$ cat src/rtl/stream_buffer_pipe.sv
// Valid/ready stream buffer with a registered head output, optional drop-on-full mode
// and a saturating drop counter.
module stream_buffer_pipe #(
    parameter int DATA_W    = 8,
    parameter int DEPTH     = 4,
    parameter int DROP_MODE = 0,
    parameter int CNT_W     = 16,
    localparam int LW       = $clog2(DEPTH + 1),
    localparam int PW       = $clog2(DEPTH)
) (
    input  logic              clk,
    input  logic              reset_n,
    input  logic              clear,
    input  logic [DATA_W-1:0] in,
    input  logic              in_valid,
    output logic              in_ready,
    output logic [DATA_W-1:0] out,
    output logic              out_valid,
    input  logic              out_ready,
    output logic [LW-1:0]     level,
    output logic [CNT_W-1:0]  drop_cnt
);

    logic [DATA_W-1:0] mem_r [DEPTH];
    logic [PW-1:0]     wr_ptr_r, rd_ptr_r, wr_ptr_nxt_s, rd_ptr_nxt_s;
    logic [LW-1:0]     level_r, level_nxt_s;
    logic [DATA_W-1:0] out_r, out_nxt_s;
    logic [CNT_W-1:0]  drop_cnt_r, drop_cnt_nxt_s;
    logic              in_ready_r, in_ready_nxt_s, out_valid_r;
    logic              full_s, push_s, pop_s, drop_s;

    assign in_ready  = in_ready_r;
    assign out       = out_r;
    assign out_valid = out_valid_r;
    assign level     = level_r;
    assign drop_cnt  = drop_cnt_r;

    // Handshake decode and next-state computation for pointers, level, head and counter.
    always_comb begin
        full_s         = (level_r == LW'(DEPTH));
        push_s         = in_valid & in_ready_r & ~full_s;
        pop_s          = out_valid_r & out_ready;
        drop_s         = (DROP_MODE != 0) & in_valid & in_ready_r & full_s;
        wr_ptr_nxt_s   = wr_ptr_r;
        rd_ptr_nxt_s   = rd_ptr_r;
        level_nxt_s    = level_r;
        out_nxt_s      = out_r;
        drop_cnt_nxt_s = drop_cnt_r;
        if (clear) begin
            wr_ptr_nxt_s   = PW'(0);
            rd_ptr_nxt_s   = PW'(0);
            level_nxt_s    = LW'(0);
            drop_cnt_nxt_s = CNT_W'(0);
        end else begin
            if (push_s) begin
                wr_ptr_nxt_s = wr_ptr_r + PW'(1);
            end else begin
                wr_ptr_nxt_s = wr_ptr_r;
            end
            if (pop_s) begin
                rd_ptr_nxt_s = rd_ptr_r + PW'(1);
            end else begin
                rd_ptr_nxt_s = rd_ptr_r;
            end
            case ({push_s, pop_s})
                2'b10:   level_nxt_s = level_r + LW'(1);
                2'b01:   level_nxt_s = level_r - LW'(1);
                default: level_nxt_s = level_r;
            endcase
            if (drop_s && (drop_cnt_r != {CNT_W{1'b1}})) begin
                drop_cnt_nxt_s = drop_cnt_r + CNT_W'(1);
            end else begin
                drop_cnt_nxt_s = drop_cnt_r;
            end
            // The new head may be the beat being written in this very cycle.
            if (level_nxt_s != LW'(0)) begin
                if (push_s && (wr_ptr_r == rd_ptr_nxt_s)) begin
                    out_nxt_s = in;
                end else begin
                    out_nxt_s = mem_r[rd_ptr_nxt_s];
                end
            end else begin
                out_nxt_s = out_r;
            end
        end
        if (DROP_MODE != 0) begin
            in_ready_nxt_s = 1'b1;
        end else begin
            in_ready_nxt_s = (level_nxt_s != LW'(DEPTH));
        end
    end

    // Storage array; contents are deliberately left unreset.
    always_ff @(posedge clk) begin
        if (push_s && !clear) begin
            mem_r[wr_ptr_r] <= in;
        end
    end

    // State and output registers.
    always_ff @(posedge clk or negedge reset_n) begin
        if (!reset_n) begin
            wr_ptr_r    <= PW'(0);
            rd_ptr_r    <= PW'(0);
            level_r     <= LW'(0);
            out_r       <= DATA_W'(0);
            out_valid_r <= 1'b0;
            in_ready_r  <= 1'b0;
            drop_cnt_r  <= CNT_W'(0);
        end else begin
            wr_ptr_r    <= wr_ptr_nxt_s;
            rd_ptr_r    <= rd_ptr_nxt_s;
            level_r     <= level_nxt_s;
            out_r       <= out_nxt_s;
            out_valid_r <= (level_nxt_s != LW'(0));
            in_ready_r  <= in_ready_nxt_s;
            drop_cnt_r  <= drop_cnt_nxt_s;
        end
    end

endmodule

$ cat config.mk
export PLATFORM = sky130hd
export DESIGN_NAME = stream_buffer_pipe
export DESIGN_NICKNAME = d
export VERILOG_FILES = /design/src/rtl/stream_buffer_pipe.sv
export SDC_FILE = /design/constraint.sdc
export NUM_CORES = 1
export LEC_CHECK = 0
export BUFFER_PORTS_ARGS = -buffer_cell sky130_fd_sc_hd__buf_2
export CORE_MARGIN = 5
export CORE_UTILIZATION = 58
export CTS_BUF_LIST = sky130_fd_sc_hd__clkbuf_4 sky130_fd_sc_hd__clkbuf_8
export DETAILED_ROUTE_END_ITERATION = 8
export PLACE_DENSITY = 0.86
export SETUP_SLACK_MARGIN = 0.5
export SLEW_MARGIN = 10
export SYNTH_ARGS = -nofsm -noshare
export SYNTH_HDL_FRONTEND = slang
export SYNTH_SLANG_ARGS = --single-unit
$ cat constraint.sdc
create_clock -name clk -period 2.98 [get_ports clk]
set_input_delay 0.149 -clock clk [delete_from_list [all_inputs] [get_ports clk]]
set_output_delay 0.149 -clock clk [all_outputs]
set_load 0.1 [all_outputs]
==> results of run 1 <==
-- power groups by stage --
stage / clock network [mW] / logic (mW) / registers, mW
2_1_floorplan: 0 / 0.817 / 1.56
3_3_place_gp: 0 / 1.54 / 1.00
3_5_place_dp: 0 / 1.57 / 1.01
4_1_cts: 0.398 / 1.69 / 0.994
5_1_grt: 0.427 / 1.85 / 1.01
6_report: 0.391 / 1.73 / 0.993
-- cells in the mapped netlist, types with 2 or more instances --
library cell / number
nor2b_1: 3
dfrtp_1: 17
o211ai_1: 7
o21ai_0: 2
buf_6: 3
nor2_1: 27
xnor2_1: 2
xor2_1: 3
clkbuf_1: 4
ha_1: 5
a221oi_1: 7
a31oi_1: 8
mux2i_1: 8
nand2_1: 24
buf_4: 16
buf_2: 4
o311a_1: 7
edfxtp_1: 32
nand3b_1: 8
inv_1: 6
and2_1: 4
-- routing by layer --
metal	routed length (microns)	share of wire, %	GRT usage [%]	vias up
li1	-	-	-	832
met1	2150	41	22.3	875
met2	2630	50	30.4	64
met3	284	5.5	3.98	14
met4	154	3.0	8.04	0
met5	0	0	0	-
-- sequential cells by signal, indices dropped and copies added (netlist names) --
signal     cells
out            8
wr_ptr_r       2
mem_r         32
level          3
in_ready       1
rd_ptr_r       2
out_valid      1
-- through the flow --
step           util, %  area, sq um  instances  setup slack, ns
6_report          66.4         2870        305            0.494
5_1_grt           66.4         2870        305            0.362
4_1_cts           65.9         2850        303            0.489
3_5_place_dp      62.1         2680        290            0.408
3_3_place_gp      62.1         2680        290            0.507
2_1_floorplan        -         2680        238            0.276
-- worst paths after layout --
path	from	to	slack, ns	cells after the start
setup / recovery	level[1]	out[6]	0.49	12
hold / removal	in[3]	mem_r[2][3]	0.08	1
setup reg to reg	level[1]	out[6]	0.49	12
hold reg to reg	out[2]	out[2]	0.55	2
max in group asynchronous	reset_n	out_valid	2.36	2
min in group asynchronous	reset_n	wr_ptr_r[1]	0.30	2
-- layout make-up --
class                   instances  share of cell area, %
clock buffers                   7                   2.92
clock inverters                 1                  0.261
inverters                       7                  0.915
multi-input cells             153                   37.3
flip-flops and latches         49                   48.8
well taps                      52                   2.27
repair buffers                 36                   7.45
-- logic make-up (layout without fill, tap and decap cells) --
kind of cell    after synthesis  after routing
buf+inv                      36             51
flops                        49             49
compound gates               41             41
other cells                   1             16
mux                           9              9
xor+xnor                      6              6
fa+ha+maj                     6              6
simple gates                 75             75
-- critical path, delay by kind of cell (launching register included) --
| family | cells | cell delay (ns) |
|---|---|---|
| DFF | 1 | 0.50 |
| AOI/OAI and AO/OA | 2 | 0.22 |
| and+or+nand+nor | 4 | 0.79 |
| xor gates and xnor gates | 1 | 0.17 |
| buffers and inverters | 3 | 0.23 |
| adders and majority gates | 2 | 0.50 |
-- timing repair --
item | 4_1_cts | 5_1_grt
resized for setup | 7 | 1
buffers inserted | 2 | 2
gates cloned | 2 | 0
endpoints found under the hold margin | 17 | 0
setup endpoints to repair | 8 | 9
pin swaps | 0 | 1
hold buffers | 1 | 0
==> run metrics, run 1 <==
outcome finished clean; number of pins with negative max-slew slack in the final report 0; Detail Placement HPWL between 3 and 4 mm; dominant combinational cell family by area after synthesis simple AND/OR/NAND/NOR gates; via count of the first global-routing pass 1,805; largest driver fanout on the critical path 5; length of the first detailed-routing pass in iterations 5; critical path capture point type flop; area of the core 4320 sq um; instance count of the mapped netlist 223; final critical-path required period 2.49 ns; antenna cell count 0; number of DRC markers in iteration 0 76; global route total overflow 0; Post-Route Skew 0.00588 ns; net switching component of the power approximately 1.6 mW; maximum buffer depth of the clock tree 2; total power approximately 3.1 mW; hold slack final 0.0807 ns; switch share 50.9%; H-tree level count 2; slew margin rel. 45.1%; max incr delay on CP about 0.50 ns; RSZ-0062 raised after global routing yes; pin count of the biggest net entering global routing 28; Post-Route WL approximately 5.2 mm; Synth Register Bits 49; share of the yosys chip area belonging to registers 53.8%; fraction of final layout cells sized beyond drive strength 1 approximately a quarter; area of combinational cells with multiple inputs 1070 sq um; most common cell after layout, fill and taps aside edfxtp_1; insertion delay of the later-clocked pin in the worst-skew pair 0.29 ns; mean routed wirelength per cell 17.1 microns; static leakage 1.10 nW; library cell contributing the largest single delay on the critical path dfrtp_4; Area growth syn-to-layout 11.4%; number of flops mapped to enable cells by yosys 32; die width 76.7 microns; Total GRT Usage 18.1%; Filler Cell Count around 340; Setup TNS 0 ns; compound-cell area share of the yosys netlist 13.3%; list of cells traversed by the critical path nor2_4, a21oi_4, inv_1, ha_2, inv_2, fa_2, xor2_1, or4_4, nand4bb_4, buf_6, nor2_1, a31oi_1; clock-pin slew reported for the worst setup and hold paths after clock tree synthesis 0.09 ns; Row Count 24; final worst path period share 83.4%; Buffers on Ports 25; antenna violations before repair 0; type of the worst min-delay path in -> reg; sequential cell fraction of total power 31.9%; synthesized area 2580 sq um; wire length of the first global-routing pass 8.50 mm; clock sinks 49; count of different cell masters after synthesis 47; cell taking the most area after synthesis edfxtp_1; portion of netlist area occupied by mux cells 3.54%; share of power burned in combinational logic between 50% and 60%; count of final setup violators 0; Seq. cell area 1400 sq um; last weighted congestion value of the routability-driven placer about 0.75; post-synthesis share of cell area spent on xor and xnor gates 2.33%; Die Y 76.7 microns; clock network fraction of total power approximately an eighth; highest clock frequency the design can meet 402 MHz; effective utilization at floorplan 59.6%; Yosys top cell area share a little under two fifths; internal power component 1.53 mW; area share of fa/ha/maj cells after synthesis 3.20%; number of nets in the layout 271; max-cap violations 0; power density normalized to cell area 1080 nW/um^2; via count 1,785; type of the worst setup path reg -> reg; average size of a mapped cell 11.6 sq um; Post-route DRC 0; remaining number of nets flagged by the antenna check after routing 0; via density per instance 5.85; critical path launch point type flop; asr flop ratio synth 34.7%; die footprint between 5000 and 6000 sq um; Hold Violations, Final 0; largest voltage drop on the vdd net 495 uV; worst endpoint data arrival time 2.70 ns; number of top-level design ports 42; simple-gate share of the synthesized area 14.7%; transition time of the tightest slew-check pin 0.818 ns; yosys warns 0; number of CTS-inserted buffers 5; clock tree root driver cell clkbuf_8; biggest area contributors in the synthesized netlist edfxtp_1 37%, dfrtp_1 17%, buf_4 4.7%; most used flip-flop cell after synthesis edfxtp_1; Worst Path Required 3.19 ns; most frequent cells in the layout 32 x edfxtp_1, 26 x nor2_1, 25 x buf_2; CTS tree done
(Power assumes the default switching activity.)
==> inputs of run 2 (changes only) <==
--- a/config.mk
+++ b/config.mk
@@ -7,10 +7,10 @@
 export LEC_CHECK = 0
 export BUFFER_PORTS_ARGS = -buffer_cell sky130_fd_sc_hd__buf_2
 export CORE_MARGIN = 5
-export CORE_UTILIZATION = 58
+export CORE_UTILIZATION = 53
 export CTS_BUF_LIST = sky130_fd_sc_hd__clkbuf_4 sky130_fd_sc_hd__clkbuf_8
 export DETAILED_ROUTE_END_ITERATION = 8
-export PLACE_DENSITY = 0.86
+export PLACE_DENSITY = 0.83
 export SETUP_SLACK_MARGIN = 0.5
 export SLEW_MARGIN = 10
 export SYNTH_ARGS = -nofsm -noshare
==> constraint.sdc (replaced) <==
create_clock -name clk -period 2.2 [get_ports clk]
set_input_delay 0.11 -clock clk [delete_from_list [all_inputs] [get_ports clk]]
set_output_delay 0.11 -clock clk [all_outputs]
set_load 0.1 [all_outputs]
==> run metrics, run 2 (synthesis results as in run 1) <==
outcome finished with violations; violations in the final reports negative setup slack; pre-CTS setup slack -0.194 ns (-0.602 ns); via density per instance 5.43 (-7.2%); number of nets in the layout 278 (+2.6%); mean routed wirelength per cell 16.0 microns (-6.4%); worst endpoint data arrival time 2.64 ns (-0.06 ns); insertion delay of the later-clocked pin in the worst-skew pair 0.30 ns (about the same); via count of the first global-routing pass 1,750 (-3.0%); count of final setup violators 9 (+9); number of DRC markers in iteration 0 79 (+3.9%); remaining number of nets flagged by the antenna check after routing 0 (unchanged); max-cap violations 0 (unchanged); Post-route DRC 0 (unchanged); area of the core 4720 sq um (+9.2%); RSZ-0062 raised after global routing yes; largest driver fanout on the critical path 9 (+4); largest voltage drop on the vdd net 688 uV (+39%); share of power burned in combinational logic 58.3% (+2.8 points); highest clock frequency the design can meet 413 MHz (+2.7%); clock sinks 49 (unchanged); type of the worst min-delay path in -> reg; number of pins with negative max-slew slack in the final report 0 (unchanged); Detail Placement HPWL 3.51 mm (+1.9%); Most Crowded Layer GR met2; largest register by flop count mem_r; clock network fraction of total power 11.3% (-1.3 points); maximum buffer depth of the clock tree 2 (unchanged); hold slack final 0.0435 ns (-0.0372 ns); type of the worst setup path reg -> reg; effective utilization at floorplan 54.6% (-5.0 points); Area growth syn-to-layout 15.2%; net switching component of the power 2.15 mW (+36%); global route total overflow 0 (unchanged); Hold Violations, Final 0 (unchanged); critical path capture point type flop; CTS tree done; Row Count 25 (+4.2%); final cell utilization of the core 62.9% (-3.5 points); number of top-level design ports 42 (unchanged); r2r setup slk -0.22 ns (-0.71 ns); static leakage 1.15 nW (+4.7%); Die Y 79.7 microns (+4.0%); reg-to-reg startpoint level[0]; Seq. cell area 1400 sq um (unchanged); critical path launch point type flop; Worst Path Required 2.42 ns (-0.77 ns); pin count of the biggest net entering global routing 28 (unchanged); internal power component 2.19 mW (+43%); Total GRT Usage 17.6% (-0.50 points); final critical-path required period 2.42 ns (-0.0659 ns); final worst path period share 110% (+27 points); most common cell after layout, fill and taps aside edfxtp_1; sequential cell fraction of total power 30.5% (-1.4 points); max FFs per register 32 (unchanged); switch share 49.5% (-1.4 points); most frequent cells in the layout 32 x edfxtp_1, 26 x nor2_1, 25 x buf_2; reg-to-reg critical path endpoint out[4]; Global Route met2 Usage 30.8% (+0.41 points); final worst-path setup slack -0.220 ns (-0.714 ns); area of combinational cells with multiple inputs 1080 sq um (+1.1%); fraction of final layout cells sized beyond drive strength 1 30.1% (+3.6 points); length of the first detailed-routing pass in iterations 4 (-1); post-layout instance count excluding filler cells 326 (+6.9%); power density normalized to cell area 1460 nW/um^2 (+35%); Post-Route WL 5.21 mm (about the same); path depth of the worst reg2reg path 12 (unchanged); H-tree level count 2 (unchanged); Post-Route Skew 0.00538 ns (-0.000506 ns); number of CTS-inserted buffers 5 (unchanged); wire length of the first global-routing pass 8.50 mm (unchanged); last weighted congestion value of the routability-driven placer 0.826 (+9.6%); die width 79.7 microns (+4.0%); Filler Cell Count 362 (+6.2%); capturing element of the worst setup path out[4]; antenna cell count 0 (unchanged); GR met1 Demand/Resource 21.7% (-0.67 points); dpl cells 315 (+8.6%); origin of the worst setup path level[0]; Buffers on Ports 25 (unchanged); die footprint 6360 sq um (+8.2%); antenna violations before repair 0 (unchanged); via count 1,771 (-0.78%); clock tree root driver cell clkbuf_8; M3 GR Usage 3.39% (-0.60 points); Setup TNS -1.66 ns (-1.66 ns); clock-pin slew reported for the worst setup and hold paths after clock tree synthesis 0.09 ns (about the same)
run 2: cell count changes in the layout (fill, tap and decap cells not counted), moves of 2 or more:
| cell | delta |
|---|---|
| and2_1 | -4 |
| and2_4 | +4 |
| clkbuf_4 | -2 |
| buf_4 | +6 |
run 2: worst min path at each step:
stage,from,end,slack (ns),cells past startpoint
6_report,in[1],mem_r[3][1],0.04,1
5_1_grt,in[1],mem_r[3][1],0.04,1
4_1_cts,in[1],mem_r[3][1],0.04,1
3_5_place_dp,reset_n,wr_ptr_r[1],0.06,1
3_3_place_gp,reset_n,wr_ptr_r[1],0.06,1
2_1_floorplan,reset_n,level[2],-0.19,0
run 2: area by class of cell:
cell class              instances  area share (%)
multi-input cells             153            36.5
inverters                       7           0.885
clock buffers                   5            2.32
repair buffers                 43            9.86
flip-flops and latches         49            47.2
clock inverters                 2           0.379
well taps                      67            2.82
run 2: metrics by stage:
| stage | total power, mW | area [sq um] |
|---|---|---|
| global placement | 3.60 | 2800 |
| global route | 4.58 | 2970 |
| finish | 4.34 | 2970 |
| floorplan | 3.22 | 2690 |
| detailed placement | 3.66 | 2800 |
| CTS | 4.38 | 2970 |
run 2: power by group through the flow:
| stage | sequential [mW] | combinational (mW) | clock (mW) |
|---|---|---|---|
| finish | 1.32 | 2.53 | 0.490 |
| global route | 1.34 | 2.69 | 0.541 |
| CTS | 1.33 | 2.55 | 0.502 |
| detailed placement | 1.35 | 2.31 | 0 |
| global placement | 1.34 | 2.26 | 0 |
| floorplan | 2.11 | 1.11 | 0 |
run 2: routing by layer:
layer	vias to the layer above	routed length, microns
met3	10	260
li1	845	-
met4	0	104
met1	861	2230
met5	-	0
met2	55	2620
run 2: worst max-delay path, cell delays in order (launching register included):
cell and delay, ns:
dfrtp_4 0.50, nor2_4 0.13, a21oi_2 0.06, inv_1 0.05
ha_2 0.18, inv_2 0.04, fa_2 0.32, xor2_1 0.16
or4_4 0.44, nand4bb_4 0.15, buf_12 0.14, nor2_1 0.04
a31oi_1 0.14
run 2: what timing repair did:
action,CTS,global route
pin swaps,0,1
endpoints found under the hold margin,17,0
cloned,1,0
hold buffers,1,0
gates resized for setup,11,1
buffers inserted,2,0
setup endpoints to repair,44,12
